$ cat src/rtl/token_tx.sv
// Token packet transmitter: latches PID/address/endpoint, computes the CRC5
// over the 11 address+endpoint bits, then streams the 24-bit packet MSB first.
module token_tx #(
  parameter logic [4:0] CRC_INIT = 5'b00000
) (
  input  logic        clk,
  input  logic        reset_L,
  input  logic        tok_valid,
  output logic        tok_ready,
  input  logic [7:0]  pid_in,
  input  logic [6:0]  addr_in,
  input  logic [3:0]  endp_in,
  output logic        tx_bit,
  output logic        tx_valid,
  output logic [23:0] packet_out,
  output logic        done
);

  typedef enum logic [1:0] {
    IDLE  = 2'd0,
    CRC   = 2'd1,
    SHIFT = 2'd2,
    DONE  = 2'd3
  } state_t;

  state_t      state_q;
  logic [4:0]  cnt_q;
  logic [4:0]  crc_q;
  logic [4:0]  crc_d;
  logic [23:0] packet_q;
  logic        tok_ready_q;
  logic        tx_valid_q;
  logic        tx_bit_q;
  logic        done_q;

  logic [10:0] crcWindow;
  logic [23:0] txWindow;
  logic        feedback;

  // Shifting by the counter keeps the selected bit at a fixed index,
  // so counter values outside the active state never index out of range.
  always_comb begin
    crcWindow = packet_q[15:5] << cnt_q;
    txWindow  = packet_q << cnt_q;
    feedback  = crc_q[4] ^ crcWindow[10];
    crc_d     = {crc_q[3:0], 1'b0} ^ (feedback ? 5'b00101 : 5'b00000);
  end

  always_ff @(posedge clk or negedge reset_L) begin
    if (!reset_L) begin
      state_q     <= IDLE;
      cnt_q       <= 5'd0;
      crc_q       <= 5'd0;
      packet_q    <= 24'h0;
      tok_ready_q <= 1'b1;
      tx_valid_q  <= 1'b0;
      tx_bit_q    <= 1'b0;
      done_q      <= 1'b0;
    end else begin
      case (state_q)
        IDLE: begin
          if (tok_valid) begin
            packet_q[23:5] <= {pid_in, addr_in, endp_in};
            crc_q          <= CRC_INIT;
            cnt_q          <= 5'd0;
            tok_ready_q    <= 1'b0;
            state_q        <= CRC;
          end
        end
        CRC: begin
          crc_q <= crc_d;
          if (cnt_q == 5'd10) begin
            packet_q[4:0] <= crc_d;
            cnt_q         <= 5'd0;
            tx_valid_q    <= 1'b1;
            tx_bit_q      <= packet_q[23];
            state_q       <= SHIFT;
          end else begin
            cnt_q <= cnt_q + 5'd1;
          end
        end
        SHIFT: begin
          if (cnt_q == 5'd23) begin
            cnt_q      <= 5'd0;
            tx_valid_q <= 1'b0;
            tx_bit_q   <= 1'b0;
            done_q     <= 1'b1;
            state_q    <= DONE;
          end else begin
            cnt_q    <= cnt_q + 5'd1;
            tx_bit_q <= txWindow[22];
          end
        end
        DONE: begin
          done_q      <= 1'b0;
          tok_ready_q <= 1'b1;
          state_q     <= IDLE;
        end
        default: state_q <= IDLE;
      endcase
    end
  end

  assign tok_ready  = tok_ready_q;
  assign tx_valid   = tx_valid_q;
  assign tx_bit     = tx_bit_q;
  assign packet_out = packet_q;
  assign done       = done_q;

endmodule

$ cat config.mk
export PLATFORM = sky130hd
export DESIGN_NAME = token_tx
export DESIGN_NICKNAME = d
export VERILOG_FILES = /design/src/rtl/token_tx.sv
export SDC_FILE = /design/constraint.sdc
export NUM_CORES = 1
export LEC_CHECK = 0
export ABC_AREA = 1
export BUFFER_PORTS_ARGS = -buffer_cell sky130_fd_sc_hd__buf_2
export CAP_MARGIN = 20
export CORE_MARGIN = 2
export CORE_UTILIZATION = 35
export CTS_BUF_LIST = sky130_fd_sc_hd__clkbuf_16
export DETAILED_ROUTE_END_ITERATION = 10
export SLEW_MARGIN = 40
export SYNTH_ARGS = -nofsm -noshare
export SYNTH_HDL_FRONTEND = slang
export SYNTH_SLANG_ARGS = --single-unit
$ cat constraint.sdc
create_clock -name clk -period 2.4 [get_ports clk]
set_clock_uncertainty 0.2 [all_clocks]
set_input_delay 0.12 -clock clk [delete_from_list [all_inputs] [get_ports clk]]
set_output_delay 0.12 -clock clk [all_outputs]
set_load 0.005 [all_outputs]
==> out/results.ini, run 1 <==
[run_status]
status=finished, final reports clean

[power_and_ir_drop]
power_frac_clock=0.231
switching_power_mw=1.32
pwr-share-seq=0.342
ir_drop_uv=512
p_int_mw=1.96
p_comb_frac=0.427
swShare=0.403
p_leak_nw=1.48
power_density_mw_per_mm2=1150

[clock_tree]
hold_buffers=21
cts_buffers=5
htree_levels=2
post_cts_resized=0
clk_latency_ns=0.28
cts_buffer_depth=2
clock-sinks=40
root_buffer=clkbuf_16
post_cts_buffers=0
clkTransAtPathRegs_ns=0.06
cts_tree=done

[finish]
layout_commonest_cell=nand2_1
drive_above_1_share=0.241
area_growth_pct=33.1
num_antenna_cells=0
finish.utilization=0.481
final_nets=377
layout_common_cells=91 x nand2_1, 48 x buf_2, 39 x dfrtp_1, 32 x inv_1, 24 x o21ai_0
n_fill_cell=573

[floorplan]
ios=50
initial_core_util=0.361
die_w_um=82.2
core_mm2=0.00592
die_area_mm2=0.00675
die_h_um=82.2
rows=28

[timing]
rsz0062_at_grt=no
relSlewSlack=0.663
fin_crit_ns=1.97
fin_tns_setup_ns=0
fin_hold_ws_ns=0.153
finalCritPeriodShare=0.822
hold_violations=0
setup_slack_ns=0.427
worst_pin_slew_ns=0.505
maxSlewViolCount=0
setup_viol=0
fmax_mhz=507

[global_route]
overflow=0
grtUsageTotal=0.171
grt_antenna_before_repair=0
grt_max_degree=41
grt_pass1_vias=1944
grt_pass1_wl_mm=8.92

[min_path]
min_path_type=in -> async

[critical_path]
path_class=reg -> reg
crit_path_start=cnt_q[1]
rr_worst_depth=12
r2r-start=cnt_q[1]
cp-start-kind=flop
worstPathRequired_ns=2.40
crit_path_end=cnt_q[3]
crit_arrival_ns=1.98
reg2reg_to=cnt_q[3]
worstPathMaxFanout=8
cp-end-kind=flop
r2r_slack_ns=0.43

[logic_synthesis]
ys_ff_latch=40
synth_area_mm2=0.00214
synth_cells=273
syn-num-nets=303
synth_area_per_cell_um2=7.84
yosysUniqueCellTypes=27
synth-seq-area-share=0.468
yosys_warnings=0

[route]
num_vias=1970
drcViolationCount=0
drt-vias-per-instance=4.66
ant_nets=0
firstDrtPassIters=5
wire_per_inst_um=12.2
drt_iter0_markers=112
routed_wl_mm=5.16

[placement]
hpwl_mm=3.72
io_buffers=49
place.gp.congestion=0.833
pre_cts_ws_ns=0.456

[job]
max_cap_violations=0

-- cells in the mapped netlist (all sizes together) --
| library cell | instances | area share |
|---|---|---|
| nand4 | 4 | 0.012 |
| o2111ai | 1 | 0.0041 |
| inv | 38 | 0.067 |
| a21oi | 8 | 0.020 |
| ha | 8 | 0.047 |
| buf | 1 | 0.0053 |
| xor2 | 2 | 0.0082 |
| o22ai | 5 | 0.018 |
| nand2 | 99 | 0.18 |
| nor2 | 15 | 0.032 |
| nand3 | 17 | 0.049 |
| a31oi | 1 | 0.0029 |
| dfrtp | 39 | 0.46 |
| a2bb2oi | 1 | 0.0041 |
| clkbuf | 5 | 0.011 |
| o211ai | 3 | 0.011 |
| o21ai | 25 | 0.058 |
| dfstp | 1 | 0.012 |
-- cell families after synthesis --
group,after synthesis,share of synthesized area
AO/OA/AOI/OAI,44,0.118
XOR/XNOR,2,0.00819
adder cells (fa/ha/maj),8,0.0468
buffers and inverters,44,0.0825
flip-flops,40,0.468
AND/OR/NAND/NOR,135,0.276
-- metrics by stage --
stage	instances	area [um^2]	total power [mW]
floorplan	273	2140	2.04
global placement	394	2470	2.49
detailed placement	394	2470	2.51
CTS	423	2850	3.32
global route	423	2850	3.58
finish	423	2850	3.28
-- final cells by class --
type / instances / area, um^2 / area share
Sequential cell: 40 / 1000 / 0.352
Inverter: 38 / 143 / 0.0501
Timing Repair Buffer: 73 / 480 / 0.169
Clock inverter: 3 / 42.5 / 0.0149
Multi-Input combinational cell: 189 / 961 / 0.337
Clock buffer: 5 / 125 / 0.0439
Tap cell: 75 / 93.8 / 0.0330
-- metal layers --
| layer | vias up | GRT usage | routed length (um) |
|---|---|---|---|
| met5 | - | 0 | 0 |
| met2 | 49 | 0.275 | 2400 |
| met1 | 904 | 0.232 | 2510 |
| met3 | 2 | 0.0359 | 215 |
| li1 | 1015 | - | - |
| met4 | 0 | 0.0533 | 34 |
-- how the worst min path moves through the flow --
stage                      to  depth (start not counted)
6_report       packet_out[22]                          2
5_1_grt        packet_out[22]                          2
4_1_cts        packet_out[22]                          2
3_5_place_dp   packet_out[22]                          1
3_3_place_gp   packet_out[22]                          1
2_1_floorplan        cnt_q[0]                          0
-- state kept, by name, indices dropped and copies added, names as in the netlist --
register    cells
done            1
tok_ready       1
crc_q           5
tx_bit          1
cnt_q           5
state_q         2
tx_valid        1
packet_out     24
-- power by group through the flow --
stage	Clock [mW]	Combinational [mW]	Sequential [mW]
after floorplan	0	0.931	1.11
after global placement	0	1.36	1.13
after detailed placement	0	1.38	1.13
after CTS	0.774	1.42	1.12
after global routing	0.811	1.61	1.16
final	0.758	1.40	1.12
-- worst max-delay path: stages, from the launching register on --
cell,delay (ns)
dfrtp_1,0.48
ha_1,0.25
nand2_1,0.09
inv_1,0.06
nand2_1,0.08
inv_1,0.04
nor2_1,0.11
inv_1,0.09
nand2_1,0.10
nand2_1,0.08
nor2_1,0.12
inv_1,0.07
o22ai_1,0.11
Note: power is estimated with default switching activity, not from simulation.
==> run 2, diff against run 1 <==
- clock period: 2.4 -> 2 ns (I/O delays scaled with it)
==> out/results.ini, run 2 (synthesis results as in run 1) <==
[floorplan]
die_h_um=82.2  ; unchanged
die_w_um=82.2  ; unchanged
ios=50  ; unchanged
initial_core_util=0.361  ; unchanged
rows=28  ; unchanged
die_area_mm2=0.00675  ; unchanged
core_mm2=0.00592  ; unchanged

[global_route]
grt_max_degree=41  ; unchanged
use_met1=0.235  ; was 0.232
grt_pass1_vias=1859  ; was 1944
gr-usage-met3=0.0337  ; was 0.0359
overflow=0  ; unchanged
grt_pass1_wl_mm=8.86  ; was 8.92 mm
grt_antenna_before_repair=0  ; unchanged
top_usage_layer=met2  ; unchanged
grtUsageTotal=0.172  ; was 0.171
use_met2=0.271  ; was 0.275

[timing]
fin_tns_setup_ns=0  ; unchanged
setup_viol=0  ; unchanged
setup_slack_ns=0.168  ; was 0.427 ns
worst_pin_slew_ns=0.507  ; was 0.505 ns
finalCritPeriodShare=0.916  ; was 0.822
rsz0062_at_grt=no  ; unchanged
fmax_mhz=546  ; was 507 MHz
fin_crit_ns=1.83  ; was 1.97 ns
relSlewSlack=0.662  ; was 0.663
maxSlewViolCount=0  ; unchanged
hold_violations=0  ; unchanged

[critical_path]
crit_arrival_ns=1.84  ; was 1.98 ns
cp-end-kind=flop  ; unchanged
worstPathMaxFanout=3  ; was 8
path_class=reg -> reg  ; unchanged
cp-start-kind=flop  ; unchanged
worstPathRequired_ns=2.00  ; was 2.40 ns

[placement]
placed_cell_area_mm2=0.00252  ; was 0.00247 mm^2
pre_cts_ws_ns=0.156  ; was 0.456 ns
hpwl_mm=3.75  ; was 3.72 mm
io_buffers=49  ; unchanged
place.gp.congestion=0.861  ; was 0.833

[job]
max_cap_violations=0  ; unchanged

[route]
drt_iter0_markers=97  ; was 112
drcViolationCount=0  ; unchanged
ant_nets=0  ; unchanged
num_vias=1998  ; was 1970
drt-vias-per-instance=4.65  ; was 4.66
wire_per_inst_um=12.2  ; about the same
firstDrtPassIters=4  ; was 5
routed_wl_mm=5.25  ; was 5.16 mm

[clock_tree]
clk_latency_ns=0.28  ; about the same
clkTransAtPathRegs_ns=0.06  ; about the same
clock-sinks=40  ; unchanged
cts_tree=done  ; unchanged
cts_buffer_depth=2  ; unchanged
htree_levels=2  ; unchanged
root_buffer=clkbuf_16  ; unchanged
cts_buffers=5  ; unchanged

[power_and_ir_drop]
total_power_mw=3.87  ; was 3.28 mW
power_density_mw_per_mm2=1350  ; was 1150 mW/mm^2
ir_drop_uv=679  ; was 512 uV
p_leak_nw=1.50  ; was 1.48 nW

[finish]
n_fill_cell=581  ; was 573
layout.cell_area.non_filler_mm2=0.00287  ; was 0.00285 mm^2
seqCellArea_mm2=0.00100  ; unchanged
area_growth_pct=34.3  ; was 33.1%
multi_input_area_um2=963  ; was 961 um^2
num_antenna_cells=0  ; unchanged
drive_above_1_share=0.254  ; was 0.241
final_nets=384  ; was 377
layout_commonest_cell=nand2_1  ; unchanged
largest_reg_flops=24  ; unchanged
layout_common_cells=91 x nand2_1, 49 x buf_2, 39 x dfrtp_1, 33 x inv_1, 24 x o21ai_0  ; was 91 x nand2_1, 48 x buf_2, 39 x dfrtp_1, 32 x inv_1, 24 x o21ai_0

[min_path]
min_path_type=in -> async  ; unchanged

[run_status]
status=finished, final reports clean  ; unchanged

## run 2: cell type report
class                      instances  area share
clock buffer                       5      0.0436
clock inverter                     3     0.00523
inverter                          38      0.0497
multi-input combinational        189       0.335
sequential                        40       0.349
tap                               75      0.0327
timing repair buffer              80       0.185
## run 2: report_power, final
| group | total (mW) | internal, mW | switching (mW) | leakage (nW) |
|---|---|---|---|---|
| registers | 1.32 | 1.10 | 0.218 | 0.514 |
| clock network | 0.769 | 0.453 | 0.316 | 0.0687 |
| logic | 1.78 | 0.717 | 1.07 | 0.921 |
## run 2: critical path: stages (launching register included)
cell and delay (ns):
dfrtp_1 0.40, ha_1 0.22, nand2_1 0.09, inv_1 0.05, nand2_1 0.08, inv_1 0.04, nor2_1 0.12, inv_1 0.09
nand2_1 0.10, nand2_1 0.09, nor2_2 0.11, inv_1 0.06, o22ai_1 0.10
## run 2: worst paths after layout
| path | slack [ns] | from | to | cells past startpoint |
|---|---|---|---|---|
| setup / recovery | 0.17 | cnt_q[0] | cnt_q[3] | 12 |
| hold / removal | 0.23 | reset_L | packet_out[23] | 3 |
| setup reg to reg | 0.17 | cnt_q[0] | cnt_q[3] | 12 |
| hold reg to reg | 0.27 | tok_ready | tok_ready | 2 |
| max in group asynchronous | 1.02 | reset_L | packet_out[9] | 3 |
| min in group clk | 0.27 | tok_ready | tok_ready | 2 |
## run 2: timing repair
item	in CTS	in global routing
hold endpoints to repair	59	0
hold buffers	21	0
gates resized for setup	0	1
setup endpoints to repair	0	2
setup buffers	0	0
## run 2: routing by layer
| layer | wire length [um] | share of wire | vias to the layer above |
|---|---|---|---|
| li1 | - | - | 1035 |
| met1 | 2590 | 0.49 | 908 |
| met2 | 2360 | 0.45 | 46 |
| met3 | 219 | 0.042 | 9 |
| met4 | 88 | 0.017 | 0 |
| met5 | 0 | 0 | - |
## run 2: per-stage QoR
step	cells	hold slack (ns)	utilization
6_report	430	0.226	0.485
5_1_grt	430	0.274	0.485
4_1_cts	430	0.230	0.485
3_5_place_dp	401	-0.00494	0.426
3_3_place_gp	401	-0.0111	0.426
2_1_floorplan	273	-0.396	-
